$ cat src/rtl/instr_encoder_if.sv
// instr_encoder_if: field-bundle input and imem write-port handshake for instr_encoder
// Ports: in_valid/in_ready/in_last plus opcode, rs, rt, rd, func and address on the input side;
// out_valid/out_ready/out_word/out_addr on the imem side. slave = encoder, master = environment.
interface instr_encoder_if #(parameter int ADDR_W = 8);
  logic in_valid, in_ready, in_last;
  logic [5:0] opcode;
  logic [4:0] rs, rt, rd;
  logic [5:0] func;
  logic [15:0] address;
  logic out_valid, out_ready;
  logic [31:0] out_word;
  logic [ADDR_W-1:0] out_addr;
  modport master (
    output in_valid, in_last, opcode, rs, rt, rd, func, address, out_ready,
    input in_ready, out_valid, out_word, out_addr
  );
  modport slave (
    input in_valid, in_last, opcode, rs, rt, rd, func, address, out_ready,
    output in_ready, out_valid, out_word, out_addr
  );
endinterface

$ cat src/rtl/instr_encoder.sv
// instr_encoder: packs MIPS-style fields into 32-bit words and streams them to imem at sequential addresses
// Ports: clk, rst_n (async active-low), start (session pulse), bus (instr_encoder_if.slave),
// count (words delivered this session), busy (STREAM/FLUSH), done (session complete), wrap_err (pointer wrapped).
module instr_encoder #(
  parameter int ADDR_W = 8,
  parameter logic [ADDR_W-1:0] BASE_ADDR = '0
) (
  input  logic              clk,
  input  logic              rst_n,
  input  logic              start,
  instr_encoder_if.slave    bus,
  output logic [ADDR_W:0]   count,
  output logic              busy,
  output logic              done,
  output logic              wrap_err
);
  typedef enum logic [1:0] {IDLE, STREAM, FLUSH, DONE} state_t;
  state_t state, state_nx;
  logic [ADDR_W-1:0] ptr;
  logic [31:0] enc;
  logic acc_in, acc_out, start_ok;
  assign enc = bus.opcode == 6'd0 ? {bus.opcode, bus.rs, bus.rt, bus.rd, 5'd0, bus.func}
                                  : {bus.opcode, bus.rs, bus.rt, bus.address};
  // The output register can take a new word when empty or being drained this cycle.
  assign bus.in_ready = state == STREAM && (!bus.out_valid || bus.out_ready);
  assign acc_in = bus.in_valid && bus.in_ready;
  assign acc_out = bus.out_valid && bus.out_ready;
  assign start_ok = start && (state == IDLE || state == DONE);
  assign busy = state == STREAM || state == FLUSH;
  assign done = state == DONE;
  always_ff @(posedge clk or negedge rst_n)
    if (!rst_n) state <= IDLE;
    else state <= state_nx;
  always_comb begin
    state_nx = state;
    case (state)
      IDLE, DONE: state_nx = start ? STREAM : state;
      STREAM: state_nx = acc_in && bus.in_last ? FLUSH : STREAM;
      FLUSH: state_nx = acc_out ? DONE : FLUSH;
      default: state_nx = IDLE;
    endcase
  end
  always_ff @(posedge clk or negedge rst_n)
    if (!rst_n) begin
      bus.out_valid <= 1'b0;
      bus.out_word <= '0;
      bus.out_addr <= '0;
      ptr <= '0;
      count <= '0;
      wrap_err <= 1'b0;
    end else begin
      if (acc_in) begin
        bus.out_valid <= 1'b1;
        bus.out_word <= enc;
        bus.out_addr <= ptr;
      end else if (acc_out) bus.out_valid <= 1'b0;
      if (start_ok) begin
        ptr <= BASE_ADDR;
        count <= '0;
        wrap_err <= 1'b0;
      end else begin
        if (acc_in) ptr <= ptr + ADDR_W'(1);
        if (acc_in && &ptr) wrap_err <= 1'b1;
        if (acc_out) count <= count + (ADDR_W+1)'(1);
      end
    end
endmodule

$ cat src/flat_wrapper.sv
// flat-port wrapper written by rule: the top's interface ports become plain ports
module instr_encoder_flat 
#(
  parameter int ADDR_W = 8,
  parameter logic [ADDR_W-1:0] BASE_ADDR = '0
)
  (clk, rst_n, start, count, busy, done, wrap_err, bus_in_valid, bus_in_last, bus_opcode, bus_rs, bus_rt, bus_rd, bus_func, bus_address, bus_out_ready, bus_in_ready, bus_out_valid, bus_out_word, bus_out_addr);
  instr_encoder_if #(.ADDR_W(ADDR_W)) bus_i ();
  input  logic clk;
  input  logic rst_n;
  input  logic start;
  output logic [ADDR_W:0] count;
  output logic busy;
  output logic done;
  output logic wrap_err;
  input wire logic [$bits(bus_i.in_valid)-1:0] bus_in_valid;
  input wire logic [$bits(bus_i.in_last)-1:0] bus_in_last;
  input wire logic [$bits(bus_i.opcode)-1:0] bus_opcode;
  input wire logic [$bits(bus_i.rs)-1:0] bus_rs;
  input wire logic [$bits(bus_i.rt)-1:0] bus_rt;
  input wire logic [$bits(bus_i.rd)-1:0] bus_rd;
  input wire logic [$bits(bus_i.func)-1:0] bus_func;
  input wire logic [$bits(bus_i.address)-1:0] bus_address;
  input wire logic [$bits(bus_i.out_ready)-1:0] bus_out_ready;
  output wire logic [$bits(bus_i.in_ready)-1:0] bus_in_ready;
  output wire logic [$bits(bus_i.out_valid)-1:0] bus_out_valid;
  output wire logic [$bits(bus_i.out_word)-1:0] bus_out_word;
  output wire logic [$bits(bus_i.out_addr)-1:0] bus_out_addr;
  assign bus_i.in_valid = bus_in_valid;
  assign bus_i.in_last = bus_in_last;
  assign bus_i.opcode = bus_opcode;
  assign bus_i.rs = bus_rs;
  assign bus_i.rt = bus_rt;
  assign bus_i.rd = bus_rd;
  assign bus_i.func = bus_func;
  assign bus_i.address = bus_address;
  assign bus_i.out_ready = bus_out_ready;
  assign bus_in_ready = bus_i.in_ready;
  assign bus_out_valid = bus_i.out_valid;
  assign bus_out_word = bus_i.out_word;
  assign bus_out_addr = bus_i.out_addr;
  instr_encoder #(.ADDR_W(ADDR_W), .BASE_ADDR(BASE_ADDR)) u_core (.clk(clk), .rst_n(rst_n), .start(start), .bus(bus_i), .count(count), .busy(busy), .done(done), .wrap_err(wrap_err));
endmodule
$ cat config.mk
export PLATFORM = sky130hd
export DESIGN_NAME = instr_encoder_flat
export DESIGN_NICKNAME = d
export VERILOG_FILES = /design/src/rtl/instr_encoder_if.sv /design/src/rtl/instr_encoder.sv /design/src/flat_wrapper.sv
export SDC_FILE = /design/constraint.sdc
export NUM_CORES = 1
export LEC_CHECK = 0
export ABC_AREA = 0
export CAP_MARGIN = 5
export CELL_PAD_IN_SITES_DETAIL_PLACEMENT = 1
export CELL_PAD_IN_SITES_GLOBAL_PLACEMENT = 2
export CORE_MARGIN = 2
export CORE_UTILIZATION = 27
export CTS_CLUSTER_DIAMETER = 60
export DETAILED_ROUTE_END_ITERATION = 8
export GPL_ROUTABILITY_DRIVEN = 0
export MAX_ROUTING_LAYER = met4
export PLACE_DENSITY = 0.85
export SLEW_MARGIN = 10
export SYNTH_ARGS = -nofsm -noshare
export SYNTH_HDL_FRONTEND = slang
export SYNTH_SLANG_ARGS = --single-unit
$ cat constraint.sdc
create_clock -name clk -period 4.5 [get_ports clk]
set_clock_uncertainty 0.1 [all_clocks]
set_input_delay 0.45 -clock clk [delete_from_list [all_inputs] [get_ports clk]]
set_output_delay 0.45 -clock clk [all_outputs]
set_load 0.02 [all_outputs]
==> results.cfg, run 1 <==
[clock_tree]
cts_buffers = 9
ctsResizeCount = 0
htreeDepth = 3
clock_path_buffers = 2
cts_tree = built
cts_post_setup_buffers_inserted = 0
clock-root-buffer = clkbuf_8
clk_latency_ns = 0.33
ctsHoldBuffers = 0
clock_sinks = 61
clkTransAtPathRegs_ns = 0.07

[sta]
fin_crit_ns = 2.56
tns_ns = 0
hold_viol = 0
setup_viol = 0
slew_headroom_pct = 26.9
slew_viol_final = 0
rsz0062_at_grt = false
fmax_mhz = 391
fin_crit_sh_pct = 56.9
setup_ws_ns = 1.94
worst_pin_slew_ns = 1.09

[grt]
grt_pass1_vias = 2524
antenna_found_initial = 0
grt_pass1_wl_mm = 12.5
grt-ovfl-total = 0
grt_max_degree = 62
groute.usage.overall_pct = 14.7

[worst_setup_path]
required_ns = 3.95
r2r_cells = 6
cp-start-kind = input pin
cp_slowest_cell = clkdlybuf4s50_1
path_buf_inv = 2
end_kind = primary output
r2r_start = u_core.state[1]
critPathLaunch = bus_out_ready
critPathMaxFanout = 7
worst_path_most_repeated_cell = clkdlybuf4s50_1
crit_family = buffers and inverters
cp.depth = 4
cp_data_arrival_time_ns = 2.01
slowest_delay_ns = 0.60
worstPathCellList = clkdlybuf4s50_1 -> nand2b_1 -> and2_1 -> clkdlybuf4s50_1
worst-setup-path-type = input pin to primary output

[synthesis]
synth_area_leaders = dfrtp_1 55%, nand2_1 15%, a21oi_1 4.0%
syn-instance-count = 300
netlist.area_leader.share_pct = 55.4
synth_top_cell_by_area = dfrtp_1
ys_ff_latch = 61
ys_warn_count = 0
syn_area_sq_um = 2750
yosysUniqueCellTypes = 28
synth_fp_nets = 354
ys_seq_area_share_pct = 55.4
avgSynthCellArea_sq_um = 9.18

[finish]
diodes = 0
fin_nets = 454
layout-drive-gt1-share_pct = 5.93
final_cell_mix = 107 x nand2_1, 101 x clkdlybuf4s50_1, 61 x dfrtp_1
area_delta_synth_final_pct = 47.3
final_common_cell = nand2_1

[floorplanning]
core_sq_um = 9820
die-width_um = 105
fp.dieH_um = 105
fp-row-count = 36
start_util_pct = 28.0
design.die.area_sq_um = 11000
ios = 103

[power_and_ir_drop]
ir_drop_mv = 0.289
powerDensity_nw_per_um2 = 617
p_leak_nw = 1.81
fin_total_pwr_mw = 2.50

[detailed_routing]
vias = 2374
firstDrtPassIters = 4
ant_nets = 0
avgViaCountPerCell = 4.41
route.detailed.drc = 0
wl_per_cell_um = 14.2
routed_wl_mm = 7.64
drtIter0Drc = 46

[hold_path]
hold_class = input pin to asynchronous set/reset pin

[place]
pre_cts_ws_ns = 1.68
numPortBuffers = 102
dp_hpwl_mm = 5.21

[job]
cap_violations = 0

[status]
status = finished clean
-- stage by stage --
step	utilization (%)	instance area [sq um]	std cells	hold slack [ns]
finish	41.3	4060	538	0.184
global route	41.3	4060	538	0.256
CTS	41.3	4060	538	0.211
detailed placement	39.2	3850	522	0.361
global placement	39.2	3850	522	0.350
floorplan	-	2750	300	0.0544
-- routing by layer --
layer	GRT usage, %	wire length, um	up-vias
met5	-	0	-
met4	6.57	111	0
met3	2.81	316	6
met2	22.4	3480	64
met1	19.0	3730	1143
li1	-	-	1161
-- flip-flops by register name, summed over array words and instances, names as in the netlist --
register	cells
u_core.bus.out_addr	8
u_core.bus.out_valid	1
u_core.wrap_err	1
u_core.state	2
u_core.bus.out_word	32
u_core.ptr	8
u_core.count	9
-- worst register-to-register path, cell delays in order (launching register included) --
cell and delay, ns:
dfrtp_1 0.41, inv_1 0.09, ha_1 0.27, nand2_4 0.15, nor2_4 0.85, a41oi_1 0.22, nor2_1 0.16
-- worst paths after layout --
| check | slack (ns) | endpoint |
|---|---|---|
| max | 1.94 | bus_in_ready |
| min | 0.18 | u_core.count[7] |
| max in group asynchronous | 3.59 | u_core.bus.out_word[30] |
| min reg2reg | 0.37 | u_core.bus.out_word[7] |
| min in group clk | 0.37 | u_core.bus.out_word[7] |
| max reg2reg | 2.17 | u_core.wrap_err |
-- power by group --
part | internal [mW] | total (mW) | switching (mW)
clock network | 0.286 | 0.514 | 0.228
registers | 0.733 | 0.861 | 0.128
logic | 0.488 | 1.13 | 0.640
-- final cells by class --
class | count | area (sq um)
repair buffers | 103 | 1020
clock inverters | 5 | 58.8
inverters | 6 | 22.5
well taps | 133 | 166
clock buffers | 11 | 151
flip-flops and latches | 61 | 1530
multi-input cells | 219 | 1110
fillers | 1182 | 5760
-- cells in the mapped netlist --
cell,number
nand2_1,107
dfrtp_1,61
nor2_1,28
a21oi_1,22
nand3_1,12
xnor2_1,12
buf_2,6
inv_1,6
buf_6,5
ha_1,5
nor3_1,5
a31oi_1,4
o21ai_0,4
and2_1,3
or3_1,3
clkbuf_1,2
nand4_1,2
nor4_1,2
nor4_4,2
a41oi_1,1
buf_4,1
nand2_4,1
nand2b_1,1
nor2_4,1
nor2b_1,1
nor3b_1,1
nor4b_4,1
xor2_1,1
-- kinds of logic after synthesis --
group,share of synthesized area [%]
AND/OR/NAND/NOR,27.7
buffers and inverters,4.50
XOR/XNOR,4.13
flip-flops,55.4
AO/OA/AOI/OAI,5.95
adder cells (fa/ha/maj),2.27
Power figures use the tool's default switching activity.
==> inputs of run 2 (changes only) <==
- CORE_UTILIZATION: 27 -> 25
- PLACE_DENSITY: 0.85 -> 0.8
- clock period: 4.5 -> 2.55 ns (I/O delays scaled with it)
==> run 2 against run 1 <==
Clock power grew 82%. Cell area increased by 1.2%. Highest routed layer unchanged. First-iteration DRC count up 43%. Flip-flop and latch count unchanged. Critical path type is now flop to primary output. Critical path depth is the same. Routed wire length increased by 2.1%. Largest cell class unchanged. Hold slack better by 0.15 ns. Sequential power up 77%. Count of clock-buffer cells in the layout is 1 higher. Via count rose by 1.1%.
==> results.cfg, run 2 (synthesized netlist as in run 1, its figures left out) <==
[status]
status = finished clean

[worst_setup_path]
reg2reg_to = u_core.bus.out_word[3]
r2r_start = u_core.state[1]
worst-setup-path-type = flop to primary output
cp-start-kind = flop
required_ns = 2.19
worstPathCellList = inv_1 -> ha_1 -> inv_1 -> clkdlybuf4s50_1
cp_data_arrival_time_ns = 1.86
cp_slowest_cell = clkdlybuf4s50_1
critPathMaxFanout = 4
r2r_cells = 6
end_kind = primary output
slowest_delay_ns = 0.61
worst_path_most_repeated_cell = inv_1
rrSetupSlack_ns = 0.37

[finish]
largest_register_ffs = 32
fin_nets = 458
reg.largest.list = u_core.bus.out_word (32), u_core.count (9)
diodes = 0
layout-drive-gt1-share_pct = 5.87
area_delta_synth_final_pct = 49.2
fillCellCount = 1276
final_common_cell = nand2_1
top_register = u_core.bus.out_word
final_cell_mix = 107 x nand2_1, 101 x clkdlybuf4s50_1, 61 x dfrtp_1

[detailed_routing]
routed_wl_mm = 7.79
ant_nets = 0
drtIter0Drc = 66
firstDrtPassIters = 4
vias = 2400
avgViaCountPerCell = 4.37
route.detailed.drc = 0
wl_per_cell_um = 14.2

[hold_path]
min_path_cells = 3
hold_start = bus_rt[0]
holdPathEnd = u_core.bus.out_word[16]
hold_class = input pin to flop

[sta]
worst_pin_slew_ns = 1.04
slew_headroom_pct = 30.7
slew_viol_final = 0
setup_viol = 0
tns_ns = 0
setup_ws_ns = 0.332
fin_crit_sh_pct = 87.0
rsz0062_at_grt = false
hold_viol = 0
fmax_mhz = 451
fin_crit_ns = 2.22

[floorplanning]
die-width_um = 109
fp-row-count = 38
design.die.area_sq_um = 11900
core_sq_um = 10800
start_util_pct = 25.5
fp.dieH_um = 109
ios = 103

[clock_tree]
clock_sinks = 61
cts_tree = built
clkTransAtPathRegs_ns = 0.07
clock-root-buffer = clkbuf_8
cts_post_setup_buffers_inserted = 0
cts_buffers = 9
clock_path_buffers = 2
clk_latency_ns = 0.34
htreeDepth = 3
ctsResizeCount = 0

[power_and_ir_drop]
p_leak_nw = 1.82
ir_drop_mv = 0.522
powerDensity_nw_per_um2 = 1090
fin_total_pwr_mw = 4.47

[grt]
grt_max_degree = 48
grtUsageMet2_pct = 21.5
grt-ovfl-total = 0
grt_pass1_vias = 2551
use_met1_pct = 17.3
antenna_found_initial = 0
grt_pass1_wl_mm = 12.4
grt-busiest-layer = met2
grtUsageMet3_pct = 3.29
groute.usage.overall_pct = 13.9

[place]
dp_hpwl_mm = 5.25
numPortBuffers = 102
pre_cts_ws_ns = 0.0600

[job]
cap_violations = 0
## run 2: critical path: cells and delay by family, from the launching register on
family	cells	cell delay, ns
DFF	1	0.41
buffers and inverters	3	0.77
adders and majority gates	1	0.34
## run 2: worst max-delay path by stage
stage,end,from
floorplan,u_core.count[2],u_core.state[0]
global placement,u_core.wrap_err,bus_out_ready
detailed placement,u_core.state[1],bus_out_ready
CTS,u_core.state[1],u_core.state[1]
global route,u_core.bus.out_word[0],u_core.state[1]
finish,busy,u_core.state[0]
## run 2: cell type report
type / count / area (sq um) / area share (%)
sequential: 61 / 1530 / 37.2
multi-input combinational: 220 / 1110 / 27.1
timing repair buffer: 106 / 1060 / 25.8
tap: 140 / 175 / 4.26
clock buffer: 12 / 135 / 3.29
clock inverter: 4 / 72.6 / 1.77
inverter: 6 / 22.5 / 0.548
## run 2: what timing repair did
item                       CTS  global route
hold buffers                 1             0
hold endpoints to repair    28             0
setup endpoints to repair    0             2
## run 2: per-stage QoR
stage | instance area (sq um) | std cells | hold WS (ns) | utilization [%]
6_report | 4110 | 549 | 0.331 | 38.1
5_1_grt | 4110 | 549 | 0.339 | 38.1
4_1_cts | 4100 | 548 | 0.320 | 38.0
3_5_place_dp | 3880 | 531 | 0.270 | 36.0
3_3_place_gp | 3880 | 531 | 0.260 | 36.0
2_1_floorplan | 2750 | 300 | -0.141 | -
## run 2: where the power goes
| part | internal (mW) | total [mW] | switching [mW] |
|---|---|---|---|
| clock network | 0.550 | 0.936 | 0.386 |
| logic | 0.879 | 2.02 | 1.14 |
| registers | 1.29 | 1.52 | 0.223 |
| total | 2.72 | 4.47 | 1.75 |
## run 2: metal layers
metal | routed length (um) | vias up | share of wire [%]
met5 | 0 | - | 0
met4 | 150 | 0 | 1.9
met3 | 461 | 10 | 5.9
met2 | 3560 | 69 | 46
met1 | 3620 | 1145 | 46
li1 | - | 1176 | -
